File: config.mk
export PLATFORM = sky130hd
export DESIGN_NAME = mips_cpu_bus_muldiv_sequencer
export DESIGN_NICKNAME = d
export VERILOG_FILES = /design/src/rtl/mips_cpu_bus_pkg.sv /design/src/rtl/mips_cpu_bus_muldiv_step.sv /design/src/rtl/mips_cpu_bus_muldiv_sequencer.sv
export SDC_FILE = /design/constraint.sdc
export NUM_CORES = 1
export LEC_CHECK = 0
export CORE_MARGIN = 10
export CORE_UTILIZATION = 40
export DETAILED_ROUTE_END_ITERATION = 8
export GPL_TIMING_DRIVEN = 0
export SLEW_MARGIN = 0
export SYNTH_ARGS = -nofsm -noshare
export SYNTH_HDL_FRONTEND = slang
export SYNTH_SLANG_ARGS = --single-unit
File: constraint.sdc
create_clock -name clk -period 8.5 [get_ports clk]
set_input_delay 1.275 -clock clk [delete_from_list [all_inputs] [get_ports clk]]
set_output_delay 1.275 -clock clk [all_outputs]
set_load 0.05 [all_outputs]
File: src/rtl/mips_cpu_bus_pkg.sv
// mips_cpu_bus_pkg: shared op codes, mul/div FSM states and op-class helpers
package mips_cpu_bus_pkg;
   localparam logic [4:0] OP_DIVU  = 5'd4;
   localparam logic [4:0] OP_DIV   = 5'd5;
   localparam logic [4:0] OP_MULTU = 5'd7;
   localparam logic [4:0] OP_MULT  = 5'd8;
   localparam logic [4:0] OP_MTLO  = 5'd18;
   localparam logic [4:0] OP_MTHI  = 5'd19;

   typedef enum logic [1:0] {IDLE, RUN, FIX} muldiv_state_t;

   function automatic logic is_div_op(input logic [4:0] code);
      return code == OP_DIVU || code == OP_DIV;
   endfunction

   function automatic logic is_signed_op(input logic [4:0] code);
      return code == OP_DIV || code == OP_MULT;
   endfunction

   function automatic logic is_muldiv(input logic [4:0] code);
      return is_div_op(code) || code == OP_MULTU || code == OP_MULT;
   endfunction
endpackage

File: src/rtl/mips_cpu_bus_muldiv_step.sv
// mips_cpu_bus_muldiv_step: one shift-add multiply or restoring shift-subtract divide step
module mips_cpu_bus_muldiv_step #(
   parameter int WIDTH = 32
) (
   input  logic             is_div,
   input  logic [WIDTH-1:0] upper,
   input  logic [WIDTH-1:0] lower,
   input  logic [WIDTH-1:0] operand,
   output logic [WIDTH-1:0] next_upper,
   output logic [WIDTH-1:0] next_lower
);
   logic [WIDTH:0] sum, shifted, trial;

   // mult: {upper,lower} is partial product over the remaining multiplier bits; div: {remainder,quotient}
   always_comb begin
      sum        = {1'b0, upper} + (lower[0] ? {1'b0, operand} : '0);
      shifted    = {upper, lower[WIDTH-1]};
      trial      = shifted - {1'b0, operand};
      next_upper = is_div ? (trial[WIDTH] ? shifted[WIDTH-1:0] : trial[WIDTH-1:0]) : sum[WIDTH:1];
      next_lower = is_div ? {lower[WIDTH-2:0], ~trial[WIDTH]} : {sum[0], lower[WIDTH-1:1]};
   end
endmodule

File: src/rtl/mips_cpu_bus_muldiv_sequencer.sv
// mips_cpu_bus_muldiv_sequencer: iterative MULT/MULTU/DIV/DIVU and MTHI/MTLO over HI/LO.
// Define MIPS_MULDIV_FAST_MULT_EN for a single-cycle combinational multiply.
module mips_cpu_bus_muldiv_sequencer
   import mips_cpu_bus_pkg::*;
#(
   parameter int WIDTH = 32
) (
   input  logic             clk,
   input  logic             reset,
   input  logic             start,
   input  logic [4:0]       control_alu,
   input  logic [WIDTH-1:0] op_a,
   input  logic [WIDTH-1:0] op_b,
   output logic             busy,
   output logic             done,
   output logic [WIDTH-1:0] hi,
   output logic [WIDTH-1:0] lo
);
   localparam int CW = $clog2(WIDTH);

   muldiv_state_t     state;
   logic [CW-1:0]     cnt;
   logic              is_div, sgn_a, sgn_b, zero_div;
   logic [WIDTH-1:0]  a_raw, upper, lower, operand;
   logic [WIDTH-1:0]  next_upper, next_lower;
   logic [WIDTH-1:0]  mag_a, mag_b, quo_fix, rem_fix, res_hi, res_lo;
   logic [2*WIDTH-1:0] prod, prod_fix;
   logic              sa, sb;

`ifdef MIPS_MULDIV_FAST_MULT_EN
   localparam bit FAST = 1'b1;
   assign prod = {{WIDTH{1'b0}}, lower} * {{WIDTH{1'b0}}, operand};
`else
   localparam bit FAST = 1'b0;
   assign prod = {upper, lower};
`endif

   mips_cpu_bus_muldiv_step #(.WIDTH(WIDTH)) u_step (
      .is_div(is_div),
      .upper(upper),
      .lower(lower),
      .operand(operand),
      .next_upper(next_upper),
      .next_lower(next_lower)
   );

   always_comb begin
      sa       = is_signed_op(control_alu) & op_a[WIDTH-1];
      sb       = is_signed_op(control_alu) & op_b[WIDTH-1];
      mag_a    = sa ? -op_a : op_a;
      mag_b    = sb ? -op_b : op_b;
      prod_fix = (sgn_a ^ sgn_b) ? -prod : prod;
      quo_fix  = (sgn_a ^ sgn_b) ? -lower : lower;
      rem_fix  = sgn_a ? -upper : upper;
      res_hi   = zero_div ? a_raw : is_div ? rem_fix : prod_fix[2*WIDTH-1:WIDTH];
      res_lo   = zero_div ? '1 : is_div ? quo_fix : prod_fix[WIDTH-1:0];
   end

   always_ff @(posedge clk) begin
      if (reset) begin
         state    <= IDLE;
         cnt      <= '0;
         busy     <= 1'b0;
         done     <= 1'b0;
         hi       <= '0;
         lo       <= '0;
         is_div   <= 1'b0;
         sgn_a    <= 1'b0;
         sgn_b    <= 1'b0;
         zero_div <= 1'b0;
         a_raw    <= '0;
         upper    <= '0;
         lower    <= '0;
         operand  <= '0;
      end else begin
         done <= 1'b0;
         case (state)
            IDLE: if (start) begin
               if (control_alu == OP_MTLO) lo <= op_a;
               else if (control_alu == OP_MTHI) hi <= op_a;
               else if (is_muldiv(control_alu)) begin
                  is_div   <= is_div_op(control_alu);
                  sgn_a    <= sa;
                  sgn_b    <= sb;
                  zero_div <= is_div_op(control_alu) && op_b == '0;
                  a_raw    <= op_a;
                  upper    <= '0;
                  lower    <= mag_a;
                  operand  <= mag_b;
                  cnt      <= CW'(WIDTH - 1);
                  busy     <= 1'b1;
                  // divide-by-zero and the fast multiplier go straight to the write-back
                  state    <= ((is_div_op(control_alu) && op_b == '0) ||
                               (FAST && !is_div_op(control_alu))) ? FIX : RUN;
               end
            end
            RUN: begin
               upper <= next_upper;
               lower <= next_lower;
               cnt   <= cnt - 1'b1;
               if (cnt == '0) state <= FIX;
            end
            FIX: begin
               hi    <= res_hi;
               lo    <= res_lo;
               busy  <= 1'b0;
               done  <= 1'b1;
               state <= IDLE;
            end
            default: state <= IDLE;
         endcase
      end
   end
endmodule

After elaboration in Yosys (flattened, before gate mapping)
Index checks and enable logic that the tools add are counted.
- output and inout port bits: 66
- register bits: 205
- bits of input ports: 72
- logic and storage cells: 107
- $add $sub $neg: 8
- bitwise gates (word level): 6
- equality and inequality tests: 15
- reductions and logical operators: 16
- muxes and demuxes: 48
- operators by type and width (cell ; number):
    two-way mux 32 bit ; 25
    case mux 32 bit (2 select lines) ; 4
    negator 32 bit ; 4
    two-way mux 64 bit ; 1
    negator 64 bit ; 1
    adder 32 x 33 -> 33 bit ; 1
    subtractor 33 x 32 -> 33 bit ; 1
    zero test 32 bit ; 1
    two-way mux 5 bit ; 4
    AND reduction 5 bit ; 4
    == test 5 x 3 -> 1 bit (second input constant) ; 3
    inequality test 2 bit (second input constant) ; 7
    two-way mux 2 bit ; 6
    == test 5 bit (second input constant) ; 2
    case mux 5 bit (2 select lines) ; 1
    == test 5 x 4 -> 1 bit (second input constant) ; 1
    zero test 5 bit ; 1
    two-way mux 1 bit ; 5
    subtractor 5 x 1 -> 5 bit (second input constant) ; 1
    logical OR 1 bit ; 4
    case mux 2 bit (2 select lines) ; 1
    AND reduction 4 bit ; 1
    nonzero test 2 bit ; 2
    inverter 1 bit ; 3
    other kinds (8) ; 9

Longest topological paths before layout
- word-level depth: 9
- mapped depth: 15
- gate-level depth less buffers: 14

Cells and area by module
A second synthesis with hierarchy kept.
- cell total of the unflattened synthesis: 2266
- area, all modules: 16574.6 um2
- modules (own cells, without submodules) (module ; instances ; seq. area each (um2) ; area an instance (um2) ; cells each):
    mips_cpu_bus_muldiv_sequencer ; 1 ; 4103.9 ; 11871.4 ; 1584
    mips_cpu_bus_muldiv_step ; 1 ; 0.0 ; 4703.3 ; 682

Least setup slack after synthesis
OpenSTA, ideal clock, no wires.
- kind: input -> register
- from: input port op_a[7]
- to: register lower[29]
- data required time: 8.368 ns
- stages on the path: 10
- arrival time: 3.589 ns
- setup slack: 4.779 ns
- setup time: 0.132 ns
- buffers on the path: 1
- cell sequence: clkbuf_1 > or4_1 > nor3_1 > and4_1 > nand3b_1 > or2_2 > o41ai_1 > xnor2_1 > o211ai_1 > a21oi_1
- longest elaborated chain between the ends: 7
- ends and longest elaborated chain (element ; RTL line ; RTL):
    start: declaration ; mips_cpu_bus_muldiv_sequencer.sv:12 ; input logic [WIDTH-1:0] op_a,
    negator 32 bit ; mips_cpu_bus_muldiv_sequencer.sv:50 ; mag_a = sa ? -op_a : op_a;
    two-way mux 32 bit ; mips_cpu_bus_muldiv_sequencer.sv:50 ;
    two-way mux 32 bit ; mips_cpu_bus_muldiv_sequencer.sv:81 ; else if (is_muldiv(control_alu)) begin
    two-way mux 32 bit ; mips_cpu_bus_muldiv_sequencer.sv:80 ; else if (control_alu == OP_MTHI) hi <= op_a;
    two-way mux 32 bit ; mips_cpu_bus_muldiv_sequencer.sv:79 ; if (control_alu == OP_MTLO) lo <= op_a;
    two-way mux 32 bit ; mips_cpu_bus_muldiv_sequencer.sv:78 ; IDLE: if (start) begin
    case mux 32 bit (2 select lines) ; mips_cpu_bus_muldiv_sequencer.sv:77 ; case (state)
    end signal: assignment ; mips_cpu_bus_muldiv_sequencer.sv:88 ; lower <= mag_a;
    end signal: assignment ; mips_cpu_bus_muldiv_sequencer.sv:99 ; lower <= next_lower;
    end: declaration ; mips_cpu_bus_muldiv_sequencer.sv:24 ; logic [WIDTH-1:0] a_raw, upper, lower, operand;
Every way passes these cells. The select of a mux whose other input is x is not followed.
A chain may end at the register's enable or synchronous reset.

Final worst setup path
- from: input port control_alu[0]
- to: register operand[31]
- longest elaborated chain between the ends: 5
- elaborated cells on any way between the ends: 15
- classes of those cells: eq/ne: 6; mux: 1; bitwise: 3; reduce/logical: 5
- ends and longest elaborated chain (element ; RTL line ; RTL):
    start: declaration ; mips_cpu_bus_muldiv_sequencer.sv:11 ; input logic [4:0] control_alu,
    == test 5 x 3 -> 1 bit, on equally long branches ; mips_cpu_bus_pkg.sv:13, mips_cpu_bus_pkg.sv:17 ;
    logical OR 1 bit ; mips_cpu_bus_pkg.sv:13 ; return code == OP_DIVU || code == OP_DIV;
    logical OR 1 bit (2 in series) ; mips_cpu_bus_pkg.sv:21 ; return is_div_op(code) || code == OP_MULTU || code == OP_MULT;
    AND reduction 5 bit (no line) ; - ;
    end signal: assignment ; mips_cpu_bus_muldiv_sequencer.sv:89 ; operand <= mag_b;
    end: declaration ; mips_cpu_bus_muldiv_sequencer.sv:24 ;
Parallel ways exist; a longest one is shown, timed or not.

==> qor.csv <==
metric,value,unit
status,"finished, final reports clean",
design area,17700,sq um
aggregate global routing overflow,0,
most common cell in the netlist,nor2_1,
Tot GR Track Use,0.267,
Worst EP required,8.97,ns
final hold violations,0,
Synth cell types,71,
largest net degree at the start of global routing,13,
met1 WL,26500,um
die area,45700,sq um
max-cap viol count,0,
GP Congestion,0.988,
Die H,214,um
first-pass GRT wire length,92800,um
Peak VDD IR,0.151,mV
clock skew,0.0102,ns
Via-to-Cell Ratio,6.06,
top layer in use,met4,
met2 wire length,28900,um
Post-route DRC,0,
critical path class,primary input to register,
die width,214,um
htree depth,1,
sequential element share of the synthesized area,0.273,
Syn Inst Count,2019,
slowest CP cell,nor3b_1,
final critical-path share of the clock period,0.596,
overall routed net length,63100,um
Critical Path AT,5.53,ns
post-synth top area cell,dfxtp_1,
Area growth syn-to-layout,18.0,%
CP max FO,10,
main area contributors after synthesis,"dfxtp_1 (27%), a21oi_1 (7.4%), nor2_1 (6.2%)",
Critical Path Start Type,primary input,
CTS tree,yes,
dpl cell area,16900,sq um
cell family with most CP delay,simple AND/OR/NAND/NOR gates,
insertion delay to the later sink of the worst-skew pair,0.55,ns
Port Buffers,126,
layout cells sized above 1,0.0283,
antenna-violating nets left,0,
total CTS buffers,25,
Starting Density,0.408,
worst relative slew slack,0.283,
Tmin final,5.07,ns
Setup Viol. Count Final,0,
synthesis warning total,0,
vias in the first global route,15000,
Min-Delay Path Class,register to register,
CTS Buffer Depth,3,
DRT iter0 DRCs,1722,
nets,2317,
Synth top cells by count,"nor2_1 (248), a21oi_1 (221), nand2_1 (215), dfxtp_1 (205), clkbuf_1 (130)",
Critical Path Sink Type,register,
Mapped Area,15000,sq um
Post-CTS Resized,0,
"flops & latches, synth",205,
top_reg_cell synth,dfxtp_1,
core footprint,36800,sq um
Syn Nets,2163,
initial antenna violation count,6,
Final HPWL DP,49300,um
pwr/cell area,174,nW/um^2
CTS Hold Bufs,0,
CP max stage delay,0.74,ns
critical path's most frequent cell,a21oi_1,
DR WL met3,5310,um
via count,16100,
# IOs,138,
"EDFF count, synth",0,
crit path cell chain,clkdlybuf4s50_1 > or3b_2 > a21oi_1 > a21oi_1 > nor3b_1 > nor2_1 > or2_2 > clkbuf_1 > nor2_1 > clkbuf_1 > nand3_1 > a21oi_1,
CTS Root Cell,clkbuf_16,
Achievable Freq,197,MHz
# rows,70,
Clock Pin Slew Worst Setup and Hold Paths,0.06,ns
# clock sinks,205,
worst slew pin tran,1.07,ns
routed length per instance,23.7,um
Post-Syn Area per Cell,7.44,sq um
unrepaired setup endpoints after global routing,no,
postcts setup bufs,0,
Synth top area share,0.273,
Setup TNS Final,0,ns
Detailed Routing Iterations Pass 1,9,
P_leak,6.71,nW
WP buf/inv,3,
final slew viol count,0,
Post-synth ARST share,0,
-- where the power goes --
part	switching (W)	total, W	internal [W]
logic	0.000584	0.000893	0.000309
registers	0.0000465	0.00107	0.00102
clock network	0.000450	0.00113	0.000682
-- layout make-up --
class,count,area (sq um)
inverter,69,259
clock buffer,37,731
sequential,205,4100
timing repair buffer,127,1270
antenna,1,2.50
tap,468,586
multi-input combinational,1604,10100
clock inverter,8,119
fill,3709,19100
buffer,141,541
-- cell families after synthesis --
group                    count (synthesis)  share of synthesized area
buffers and inverters                  210                     0.0533
adder cells (fa/ha/maj)                 72                     0.0610
flip-flops                             205                      0.273
XOR/XNOR                               173                      0.101
AO/OA/AOI/OAI                          630                      0.270
AND/OR/NAND/NOR                        671                      0.202
multiplexers                            58                     0.0388
-- layer usage --
metal  global-route usage  up-vias
met5                    0        -
met4               0.0988        0
met3               0.0504      130
met2                0.430      687
met1                0.347     7699
li1                     -     7599
-- metrics by stage --
stage / utilization / instances / total power (W) / hold slack, ns / setup WS [ns]
5_1_grt: 0.482 / 2659 / 0.00322 / 0.466 / 3.34
3_3_place_gp: 0.458 / 2613 / 0.00195 / 0.437 / 2.62
4_1_cts: 0.482 / 2659 / 0.00308 / 0.450 / 3.54
6_report: 0.482 / 2660 / 0.00309 / 0.449 / 3.43
3_5_place_dp: 0.459 / 2614 / 0.00196 / 0.442 / 2.99
2_1_floorplan: - / 2019 / 0.00166 / 0.431 / 4.78
-- worst min-delay path: cells and delay by family (launching register included) --
kind	cells	cell delay, ns
AO/OA/AOI/OAI	1	0.05
flip-flops	1	0.31
AND/OR/NAND/NOR	1	0.05
-- layout by cell type (no fill, tap or decap), types with 7 or more instances in the layout --
cell / netlist / final
o21a_1: 12 / 12
o31ai_1: 17 / 17
o22ai_1: 12 / 12
nor3b_1: 7 / 7
clkdlybuf4s50_1: 0 / 126
or4_1: 10 / 10
ha_1: 70 / 70
a221oi_1: 7 / 7
inv_1: 69 / 69
a21o_1: 32 / 32
nand3_1: 20 / 20
nand2b_1: 18 / 18
and2_1: 10 / 10
nor2b_1: 10 / 10
dfxtp_1: 205 / 205
o211ai_1: 11 / 11
mux2i_1: 57 / 57
o221ai_1: 37 / 37
nand4_1: 11 / 11
and3_1: 20 / 20
xor2_1: 82 / 82
a311oi_1: 10 / 10
a21oi_1: 221 / 221
o21ai_0: 101 / 101
or3_1: 11 / 11
nor4_1: 23 / 23
a22oi_1: 22 / 22
clkbuf_16: 0 / 25
clkbuf_1: 130 / 136
nor3_1: 45 / 45
buf_1: 7 / 7
or2_2: 7 / 7
nand2_1: 215 / 215
nor2_1: 248 / 248
a31oi_1: 15 / 15
a211oi_1: 77 / 77
xnor2_1: 91 / 91
-- state kept, by name, summed over array words and instances (netlist names), 2 cells and up --
register,count
a_raw,32
hi,32
lo,32
lower,32
operand,32
upper,32
cnt,5
state,2
-- final timing paths --
check	startpoint	end	cells after the start	slack [ns]
setup / recovery	control_alu[0]	operand[31]$_SDFFE_PP0P_	12	3.43
hold / removal	lo[13]$_SDFFE_PP0P_	lo[13]$_SDFFE_PP0P_	2	0.45
setup reg to reg	lower[0]$_SDFFE_PP0P_	hi[12]$_SDFFE_PP0P_	13	3.58
hold reg to reg	lo[13]$_SDFFE_PP0P_	lo[13]$_SDFFE_PP0P_	2	0.45
Power figures use the tool's default switching activity.
